<file path="config.mk">
export PLATFORM = sky130hd
export DESIGN_NAME = decimal2hex
export DESIGN_NICKNAME = d
export VERILOG_FILES = /design/src/rtl/decimal2hex_pkg.sv /design/src/rtl/decimal2hex_mac_step.sv /design/src/rtl/decimal2hex.sv
export SDC_FILE = /design/constraint.sdc
export NUM_CORES = 1
export LEC_CHECK = 0
export ABC_AREA = 1
export CAP_MARGIN = 30
export CORE_MARGIN = 2
export CORE_UTILIZATION = 48
export CTS_CLUSTER_DIAMETER = 80
export DETAILED_ROUTE_END_ITERATION = 8
export PLACE_DENSITY = 0.77
export SETUP_SLACK_MARGIN = 0.15
export SYNTH_ARGS = -nofsm -noshare
export SYNTH_HDL_FRONTEND = slang
export SYNTH_SLANG_ARGS = --single-unit
</file>
<file path="constraint.sdc">
create_clock -name clk -period 2.44 [get_ports clk]
set_input_delay 0.366 -clock clk [delete_from_list [all_inputs] [get_ports clk]]
set_output_delay 0.366 -clock clk [all_outputs]
set_load 0.02 [all_outputs]
</file>
<file path="src/rtl/decimal2hex_pkg.sv">
// Shared constants for the secmer keypad/display datapath: converter FSM
// encodings, BCD digit limit and error flag positions.
package secmer_defs;

    typedef enum logic [1:0] {
        ST_IDLE = 2'd0,
        ST_CONV = 2'd1,
        ST_DONE = 2'd2
    } conv_state_t;

    localparam logic [3:0] BCD_DIGIT_MAX = 4'd9;

    localparam int ERR_DIGIT = 0;
    localparam int ERR_RANGE = 1;

endpackage

</file>
<file path="src/rtl/decimal2hex_mac_step.sv">
// One decimal digit step: acc*10 + digit built from two shifts and an add,
// plus a flag for a nibble that is not a legal BCD digit.
module bcd_mac_step
    import secmer_defs::*;
#(
    parameter int AW = 12
) (
    input  logic [AW-1:0] acc,
    input  logic [3:0]    digit,
    output logic [AW-1:0] acc_next,
    output logic          digit_bad
);

    // acc*8 + acc*2 + digit; the caller sizes AW so this never wraps
    assign acc_next  = (acc << 3) + (acc << 1) + AW'(digit);
    assign digit_bad = (digit > BCD_DIGIT_MAX);

endmodule

</file>
<file path="src/rtl/decimal2hex.sv">
// Sequential packed-BCD to binary converter, one digit per clock, MSD first,
// with valid/ready on both sides and digit/range error flags.
module decimal2hex
    import secmer_defs::*;
#(
    parameter int DIGITS = 3,
    parameter int W      = 8
) (
    input  logic                clk,
    input  logic                rst,
    input  logic                in_valid,
    output logic                in_ready,
    input  logic [4*DIGITS-1:0] decimal,
    output logic                out_valid,
    input  logic                out_ready,
    output logic [W-1:0]        hex,
    output logic [1:0]          err
);

    localparam int AW = 4 * DIGITS;
    localparam int CW = (DIGITS > 1) ? $clog2(DIGITS) : 1;

    conv_state_t   state;
    conv_state_t   state_nx;

    logic [AW-1:0] shreg;
    logic [AW-1:0] acc;
    logic [CW-1:0] cnt;
    logic          digit_err;

    logic [AW-1:0] mac_acc;
    logic          mac_bad;

    logic          accept;
    logic          release_out;
    logic          last_digit;
    logic [1:0]    err_nx;
    logic [W-1:0]  hex_nx;

    assign accept      = in_valid & in_ready;
    assign release_out = out_valid & out_ready;
    assign last_digit  = (state == ST_CONV) && (cnt == '0);

    bcd_mac_step #(.AW(AW)) u_mac (
        .acc       (acc),
        .digit     (shreg[AW-1 -: 4]),
        .acc_next  (mac_acc),
        .digit_bad (mac_bad)
    );

    always_ff @(posedge clk) begin
        if (rst) state <= ST_IDLE;
        else     state <= state_nx;
    end

    always_comb begin
        state_nx = state;
        case (state)
            ST_IDLE: if (accept)      state_nx = ST_CONV;
            ST_CONV: if (cnt == '0)   state_nx = ST_DONE;
            ST_DONE: if (release_out) state_nx = ST_IDLE;
            default:                  state_nx = ST_IDLE;
        endcase
    end

    always_comb begin
        in_ready  = (state == ST_IDLE);
        out_valid = (state == ST_DONE);
    end

    // Final flags come from the last MAC result, so DONE sees them registered
    always_comb begin
        err_nx            = '0;
        err_nx[ERR_DIGIT] = digit_err | mac_bad;
        err_nx[ERR_RANGE] = ((mac_acc >> W) != '0);
        hex_nx            = (err_nx != '0) ? '0 : W'(mac_acc);
    end

    always_ff @(posedge clk) begin
        if (rst) begin
            shreg     <= '0;
            acc       <= '0;
            cnt       <= '0;
            digit_err <= 1'b0;
            hex       <= '0;
            err       <= '0;
        end else if (accept) begin
            shreg     <= decimal;
            acc       <= '0;
            cnt       <= CW'(DIGITS - 1);
            digit_err <= 1'b0;
            hex       <= '0;
            err       <= '0;
        end else if (state == ST_CONV) begin
            acc       <= mac_acc;
            shreg     <= shreg << 4;
            digit_err <= digit_err | mac_bad;
            cnt       <= cnt - 1'b1;
            if (last_digit) begin
                hex <= hex_nx;
                err <= err_nx;
            end
        end
    end

endmodule

</file>
---- Word level (Yosys, flattened, before mapping) ----
Cells that the tools add are included.
cells by class
  $add $sub $neg .......................... 3
  mux-type cells .......................... 9
  order comparisons ....................... 1
  eq/ne operators ......................... 5
  bitwise operators ....................... 3
  reductions and logical operators ........ 9
operators by type and width
  cell                   number
  $mux W12               2
  $add A12 B12 Y12       1
  $add A12 B4 Y12        1
  $reduce_bool A12 Y1    1
  $mux W2                5
  $mux W8                1
  $pmux W2 S3            1
  $gt A4 B4 Y1 const B   1
  $logic_not A2 Y1       2
  $ne A2 B1 Y1 const B   2
  $reduce_bool A2 Y1     2
  $reduce_and A3 Y1      1
  $and A1 B1 Y1          2
  $eq A2 B1 Y1 const B   1
  $eq A2 B2 Y1 const B   1
  $ne A2 B2 Y1 const B   1
  $reduce_and A2 Y1      1
  $reduce_or A2 Y1       1
  $sub A2 B1 Y2 const B  1
  $logic_and A1 B1 Y1    1
  $or A1 B1 Y1           1
word-level totals
  register bits after elaboration ......... 38
  output and inout port bits .............. 12
  word-level logic and storage cells ...... 38

---- Longest topological paths before layout ----
Gate-level depths: netlist (run 1).
  depth in word-level cells ............... 5
  depth in mapped cells ................... 15
  depth with buffers taken out ............ 15

---- Cells and area by module ----
A second synthesis (run 1) with hierarchy kept.
second synthesis, totals
  cells, all modules ...................... 304
  area, all modules ....................... 2218.4 µm²
by module, submodules not included
  module        cells each  sequential area each (µm²)  instances  area each (µm²)
  decimal2hex   194         780.7                       1          1560.2
  bcd_mac_step  110         0.0                         1          658.1

---- Least setup slack after synthesis (run 1) ----
No wires, ideal clock.
  path type ............................... flip-flop to flip-flop
  from .................................... reg shreg[11]
  to ...................................... reg hex[4]
  data arrival time ....................... 2213 ps
  slack ................................... 157 ps
  stages on the path, launching flop included .. 15
  path through ............................ dfxtp_1 -> inv_1 -> fa_1 -> fa_1 -> inv_1 -> nand2_1 -> nand3_1 -> nand3_1 -> nand2_1 -> nand2_1 -> nand2_2 -> nand2_2 -> nor2_8 -> nand3_1 -> a21oi_1
between the ends
  word-level cells in the longest chain between the ends .. 4
ends and longest elaborated chain
  item                                                 line                                                    text
  from (decl)                                          decimal2hex.sv:26                                       logic [AW-1:0] shreg;
  from (signal assigned)                               decimal2hex.sv:88                                       shreg <= decimal;
  from (signal assigned)                               decimal2hex.sv:96                                       shreg <= shreg << 4;
  $add A12 B4 Y12 or $gt A4 B4 Y1 (tied branches)      decimal2hex_mac_step.sv:15, decimal2hex_mac_step.sv:16
  $reduce_bool A12 Y1 or $or A1 B1 Y1 (tied branches)  decimal2hex.sv:75, decimal2hex.sv:74
  $reduce_bool A2 Y1                                   decimal2hex.sv:76                                       hex_nx = (err_nx != '0) ? '0 : W'(mac_acc);
  $mux W8 *                                            decimal2hex.sv:76
  to (signal assigned)                                 decimal2hex.sv:100                                      hex <= hex_nx;
  to (decl)                                            decimal2hex.sv:16                                       output logic [W-1:0] hex,
Mark *: on every way between the ends. The rest lies on a longest branch, timed or not.
A chain may end at the register's enable or synchronous reset.

---- Final worst setup path (run 1) ----
  from .................................... reg acc[2]
  to ...................................... reg hex[2]
between the ends
  word-level cells in the longest chain between the ends .. 5
ends and longest elaborated chain
  item                    line                        text
  from (decl)             decimal2hex.sv:27           logic [AW-1:0] acc;
  from (signal assigned)  decimal2hex.sv:95           acc <= mac_acc;
  $add A12 B12 Y12        decimal2hex_mac_step.sv:15  assign acc_next = (acc << 3) + (acc << 1) + AW'(digit);
  $add A12 B4 Y12         decimal2hex_mac_step.sv:15
  $reduce_bool A12 Y1     decimal2hex.sv:75           err_nx[ERR_RANGE] = ((mac_acc >> W) != '0);
  $reduce_bool A2 Y1      decimal2hex.sv:76
  $mux W8                 decimal2hex.sv:76
No other way between the ends.

==> results of run 1 <==
==> final cells by class <==
type / instances / area (um^2) / share of cell area, %
Inverter: 46 / 172.7 / 6.211
Tap cell: 52 / 65.06 / 2.340
Timing Repair Buffer: 42 / 382.9 / 13.77
Sequential cell: 38 / 765.7 / 27.54
Multi-Input combinational cell: 220 / 1299 / 46.71
Clock buffer: 6 / 82.58 / 2.970
Clock inverter: 2 / 12.51 / 0.4500
==> final timing paths <==
| path | startpoint | to | slack [ns] | cells after the start |
|---|---|---|---|---|
| worst min-delay path | shreg[2]$_SDFFE_PP0P_ | shreg[2]$_SDFFE_PP0P_ | 0.46 | 2 |
| worst min register to register | shreg[2]$_SDFFE_PP0P_ | shreg[2]$_SDFFE_PP0P_ | 0.46 | 2 |
| worst max-delay path | acc[2]$_SDFFE_PP0P_ | hex[2]$_SDFFE_PP0P_ | 0.14 | 14 |
| worst max register to register | acc[2]$_SDFFE_PP0P_ | hex[2]$_SDFFE_PP0P_ | 0.14 | 14 |
==> timing repair <==
action | in CTS | in global routing
pin swaps | 12 | 15
hold buffers | 0 | 0
resized for setup | 9 | 12
gates cloned | 1 | 0
endpoints found under the hold margin | 0 | 0
buffers inserted | 3 | 6
endpoints found under the setup margin | 9 | 10
==> report_power, final <==
group | internal [mW] | total (mW) | switching (mW)
clock network | 0.227 | 0.463 | 0.235
logic | 0.137 | 0.330 | 0.194
registers | 0.652 | 0.673 | 0.0203
total | 1.02 | 1.47 | 0.449
==> synth_stat cells, types with 6 or more instances <==
master     n
clkbuf_1   6
inv_2      7
dfxtp_1   38
nand3_1   14
a21oi_1   24
nor2_1    20
a31oi_1    8
inv_1     39
o21ai_0    8
nand2_1   98
ha_1      19
==> state kept, by name, summed over array words and instances, names as in the netlist <==
register	cells
acc	11
cnt	2
digit_err	1
err	2
hex	8
shreg	12
state	2
==> cell usage in the layout (no fill, tap or decap) <==
cell,n
a211oi_1,1
a21o_1,1
a21oi_1,21
a21oi_2,3
a31oi_1,8
buf_4,15
clkbuf_8,6
clkdlybuf4s50_1,27
clkinv_2,1
clkinvlp_4,1
dfxtp_1,34
dfxtp_2,4
fa_2,2
ha_1,17
ha_2,1
ha_4,1
inv_1,36
inv_2,10
nand2_1,98
nand2_2,2
nand2_4,1
nand3_1,9
nand3_2,7
nand3_4,1
nand3b_1,3
nand4_1,2
nor2_1,20
nor2_2,2
nor2_4,3
nor2_8,1
o211ai_1,3
o21ai_0,8
or2_1,1
xnor2_1,3
xor2_1,1
==> worst max-delay path: cells and delay by family, from the launching register on <==
family	cells	cell delay, ns
buffers and inverters	2	0.11
AOI/OAI and AO/OA	1	0.13
adders and majority gates	2	0.88
DFF	1	0.34
and+or+nand+nor	9	0.77
==> logic make-up (layout without fill, tap and decap cells) <==
family / Yosys count / in the layout / share of synthesized area [%]
AOI/OAI and AO/OA: 45 / 45 / 11.31
xor gates and xnor gates: 4 / 4 / 1.600
adders and majority gates: 21 / 21 / 12.69
buffers and inverters: 55 / 96 / 9.600
DFF: 38 / 38 / 34.74
and+or+nand+nor: 149 / 150 / 30.06
==> metrics by stage <==
stage          power (mW)  setup slack (ns)  util [%]
2_1_floorplan      0.8844            0.1574         -
4_1_cts             1.453            0.1508     61.64
3_3_place_gp       0.9727           0.03750     57.76
6_report            1.466            0.1351     63.41
3_5_place_dp       0.9755          -0.03469     57.76
5_1_grt             1.542         -0.009269     63.41
==> routing by layer <==
layer	global-route usage, %	wire, um	vias to the layer above
li1	-	-	1069
met1	24.10	2078	908
met2	35.39	2470	43
met3	2.954	185	7
met4	5.660	68	0
met5	0	0	-
==> key figures, run 1 <==
Critical path
  – Startpoint type of the worst setup path: register
  – Req. time, crit path: between 2 and 3 ns
  – Cell mode on critical path: nand2_1
  – Critical path type: reg -> reg
  – Crit-path max FO: 5
  – Cells along the critical path: inv_2 > fa_2 > fa_2 > inv_2 > nand2_1 > nand3_2 > nand3_2 > nand2_1 > nand2_1 > nand2_2 > nand2_4 > nor2_8 > nand3_1 > a21oi_1
  – Setup crit end kind: register
  – Worst Path Arrival: 2.53 ns
  – Critical path's largest stage delay: between 0.4 and 0.5 ns
  – Max stage delay cell, worst path: fa_2

STA
  – Setup TNS: 0 ns
  – Final hold viol count: 0
  – Slew HR: between 70% and 80%
  – Worst-margin pin slew: 0.3253 ns
  – Fmax: 433.9 MHz
  – Min Hold Slack: around 0.46 ns
  – Tmin final: ~2.3 ns
  – Final worst-path cycle share: 94.46%
  – Final setup viols: 0
  – Worst Skew: around 0.010 ns
  – RSZ-0062 raised after global routing: yes
  – Pins Over Slew Limit: 0

Logic synthesis
  – Synth Flop Type: dfxtp_1
  – Post-synthesis cell count: approximately 310
  – Synth warn: 0
  – Synth top area share: between 30% and 40%
  – Post-synthesis cell type count: 26
  – Register area share after synthesis: a little over a third
  – Async SR Flop Fraction: 0%
  – Post-Syn Area: roughly 2200 um^2
  – Syn_area_per_cell: around 7 um^2
  – Synthesized flop and latch total: 38
  – Post-synth EDFFs: 0
  – Dominant cell type by area after synthesis: dfxtp_1
  – Ranking of synthesized cells by area: dfxtp_1, nand2_1, ha_1, inv_1, a21oi_1
  – Syn nets: around 350

Power and ir drop
  – Pwr dens: about 530 nW/um^2
  – Worst IR drop on VDD: between 300 and 400 uV
  – Pleak: between 1 and 1.5 nW

Min path
  – Hold Crit Class: reg -> reg

Route
  – DRT antenna net count: 0
  – Starting DRT DRC Count: 77
  – Total Routed Length: 4802 um
  – Via count: 2027
  – Drt first pass iters: 4
  – Via density: roughly 5
  – Routed len/inst: roughly 12 um
  – # DRC: 0

Final layout
  – Ant diodes: 0
  – Area grow syn2layout: 26.97%
  – Fillcell total: around 400
  – Final Net Count: between 300 and 400
  – Finished layout cell area: 2780 um^2
  – Share of cells above drive strength 1: between 15 and 20%
  – Filler-free cell count of the finished design: just over 400

CTS
  – CTS tree: yes
  – Clock root buffer: clkbuf_8
  – Later-pin clock latency in the skew report: 0.29 ns
  – Max H-tree Level: 2
  – Max clock buf depth: 2
  – Clock sink total: 38
  – Worst-path clk slew: approximately 0.080 ns
  – Num CTS Buffers: 5

Place
  – DP Area: roughly 2500 um^2
  – DPL Wire Length: about 3400 um
  – Placer congestion estimate: 0.9365
  – Port Buf Inserts: 27
  – DP Cell Count: around 390

Global routing
  – GR Util All Layers: 19.61%
  – GRT overflow: 0
  – Largest net degree at the start of global routing: 27
  – First-pass GRT wire length: 8073 um
  – Antenna violations before repair: 0
  – Vias in the first global route: ~1900

Floorplanning
  – Die H: roughly 70 um
  – Die W: a little over 70 um
  – Num rows: 24
  – Initial core utilization: roughly 50%
  – Die area: around 5100 um^2
  – Core area: 4384 um^2
  – I/O pins: 28

Run status
  – Outcome: finished, final reports clean

Job
  – Max Cap Violations: 0
No activity file was read; power rests on OpenSTA's default activity.
==> run 2: changes to the inputs <==
--- a/config.mk
+++ b/config.mk
@@ -7,12 +7,12 @@
 export LEC_CHECK = 0
 export ABC_AREA = 1
 export CAP_MARGIN = 30
-export CORE_MARGIN = 2
 export CORE_UTILIZATION = 48
 export CTS_CLUSTER_DIAMETER = 80
 export DETAILED_ROUTE_END_ITERATION = 8
 export PLACE_DENSITY = 0.77
 export SETUP_SLACK_MARGIN = 0.15
+export SLEW_MARGIN = 5
 export SYNTH_ARGS = -nofsm -noshare
 export SYNTH_HDL_FRONTEND = slang
 export SYNTH_SLANG_ARGS = --single-unit
==> run 2 against run 1 <==
Effect of this change:
- non-clock buffer count shrank 5
- final cell count shrank 1.2%
- highest routed layer unchanged
- critical endpoint is now hex[7]$_SDFFE_PP0P_
- worst setup slack lost 0.020 ns
- via count shrank 2.0%
- combinational power shrank 1%
- largest cell class unchanged
- wire length is 3.1% lower
- sequential share of layout area down 0.31 points
==> key figures, run 2 (synthesis gave the netlist of run 1 again) <==
Power and ir drop
  – Combinational group share of total power: between 20% and 30%
  – Pleak: between 1 and 1.5 nW
  – Worst IR drop on VDD: approximately 360 uV
  – Pint: 1.191 mW
  – Sw frac: 26.92%
  – Pwr dens: between 500 and 600 nW/um^2
  – Total power: 1.630 mW
  – Sequential Power Share: approximately 41%
  – Psw: roughly 0.44 mW
  – Clock group share of total power: 38.7%

Route
  – Via density: approximately 5
  – Starting DRT DRC Count: 79
  – Via count: 1987
  – # DRC: 0
  – Total Routed Length: 4651 um
  – Drt first pass iters: 6
  – Routed len/inst: 11.60 um
  – DRT antenna net count: 0

CTS
  – Max clock buf depth: 2
  – Clock sink total: 38
  – Num CTS Buffers: 5
  – Cts hold-fix bufs: 0
  – Max H-tree Level: 2
  – Later-pin clock latency in the skew report: 0.28 ns
  – Worst-path clk slew: 0.08 ns
  – Clock root buffer: clkbuf_8
  – CTS tree: yes

Floorplanning
  – Die H: just under 70 um
  – Initial core utilization: between 40% and 50%
  – Num rows: 24
  – Die W: around 70 um
  – Die area: around 4800 um^2
  – I/O pins: 28
  – Core area: approximately 4400 um^2

STA
  – Final setup viols: 0
  – Final hold viol count: 0
  – Fmax: roughly 430 MHz
  – Tmin final: between 2 and 2.5 ns
  – Final WS setup: between 0.1 and 0.15 ns
  – Final worst-path cycle share: between 90% and 100%
  – Setup TNS: 0 ns
  – RSZ-0062 raised after global routing: yes
  – Worst-margin pin slew: approximately 0.34 ns
  – Min Hold Slack: 0.4643 ns
  – Slew HR: 77.09%
  – Worst Skew: about 0.011 ns
  – Pins Over Slew Limit: 0

Critical path
  – Req. time, crit path: 2.66 ns
  – Setup crit end kind: register
  – Max stage delay cell, worst path: fa_2
  – Crit-path max FO: 4
  – Reg-to-Reg Start: acc[2]$_SDFFE_PP0P_
  – R2R Setup Slk: 0.12 ns
  – R2r endpoint: hex[7]$_SDFFE_PP0P_
  – Worst Path Arrival: around 2.6 ns
  – Cell mode on critical path: nand3_2
  – Startpoint type of the worst setup path: register
  – FF-to-FF path depth: 14
  – Cells along the critical path: inv_2 > fa_2 > inv_2 > ha_4 > nand3_2 > nand3_2 > nand3_2 > nand2_1 > nand2_1 > nand2_2 > nand2_4 > nor2_4 > nand3_2 > a21oi_2
  – Critical path's largest stage delay: 0.60 ns
  – Critical path type: reg -> reg

Place
  – Port Buf Inserts: 27
  – DPL Wire Length: between 3000 and 4000 um
  – Placer congestion estimate: 0.9202
  – DP Cell Count: 386
  – Place WS: -0.09766 ns

Final layout
  – Biggest register: shreg
  – Filler-free cell count of the finished design: between 400 and 500
  – Final Net Count: roughly 390
  – Ant diodes: 0
  – Largest regs: shreg: 12 flops, acc: 11 flops, hex: 8 flops
  – Commonest non-fill, non-tap cell in the layout: nand2_1
  – Commonest non-fill, non-tap cells in the layout: nand2_1, inv_1, dfxtp_1
  – Share of cells above drive strength 1: a little under a fifth
  – Area grow syn2layout: 28.40%
  – Max FFs per register: 12

Global routing
  – Antenna violations before repair: 0
  – Largest net degree at the start of global routing: 27
  – GR Util All Layers: between 10% and 20%
  – GRT overflow: 0
  – First-pass GRT wire length: slightly below 8000 um
  – Vias in the first global route: approximately 1800

Min path
  – HP Start: shreg[2]$_SDFFE_PP0P_
  – Cell depth of the worst hold path: 2
  – Hold Crit Class: reg -> reg
  – Hold EP: shreg[2]$_SDFFE_PP0P_

Run status
  – Outcome: finished, final reports clean

Job
  – Max Cap Violations: 0
run 2: worst max path at each step:
stage | startpoint | to | slack [ns] | depth (start not counted)
CTS | acc[2]$_SDFFE_PP0P_ | hex[6]$_SDFFE_PP0P_ | 0.15 | 12
finish | acc[2]$_SDFFE_PP0P_ | hex[7]$_SDFFE_PP0P_ | 0.12 | 14
global route | shreg[11]$_SDFFE_PP0P_ | hex[7]$_SDFFE_PP0P_ | 0.02 | 14
global placement | shreg[11]$_SDFFE_PP0P_ | hex[1]$_SDFFE_PP0P_ | 0.04 | 14
detailed placement | shreg[11]$_SDFFE_PP0P_ | hex[6]$_SDFFE_PP0P_ | -0.1 | 14
floorplan | shreg[11]$_SDFFE_PP0P_ | hex[4]$_SDFFE_PP0P_ | 0.16 | 14
run 2: cell type report:
class	instances	area, um^2
fillers	395	1573
multi-input cells	220	1325
flip-flops and latches	38	765.7
repair buffers	37	345.3
inverters	46	172.7
clock buffers	5	68.82
clock inverters	3	68.82
well taps	52	65.06
run 2: stage by stage:
step | utilization (%) | area [um^2]
after floorplan | - | 2190
after global placement | 57.42 | 2517
after detailed placement | 57.42 | 2517
after CTS | 62.81 | 2754
after global routing | 64.13 | 2811
final | 64.13 | 2811
run 2: power groups by stage:
stage                     logic [mW]  clock network, mW  registers [mW]
after floorplan                0.199                  0           0.685
after global placement         0.282                  0           0.685
after global routing           0.361              0.673           0.677
after CTS                      0.314              0.640           0.673
after detailed placement       0.285                  0           0.687
final                          0.326              0.630           0.673
run 2: routing by layer:
metal / vias to the layer above / track usage (%) / wire length [um] / part of all wire [%]
li1: 1059 / - / - / -
met4: 0 / 4.308 / 34 / 0.73
met2: 21 / 35.71 / 2405 / 52
met3: 4 / 3.924 / 93 / 2.0
met5: - / 0 / 0 / 0
met1: 903 / 24.59 / 2117 / 46
run 2: critical path: cells and delay by family (launching register included):
kind	cells	cell delay (ns)
buf+inv	2	0.09
flops	1	0.33
compound gates	1	0.14
simple gates	9	0.85
fa+ha+maj	2	0.87
run 2: timing repair:
| item | in CTS | in global routing |
|---|---|---|
| gates cloned | 1 | 0 |
| setup endpoints to repair | 9 | 9 |
| setup buffers | 5 | 1 |
| resized for setup | 14 | 16 |
| pin swaps | 13 | 16 |
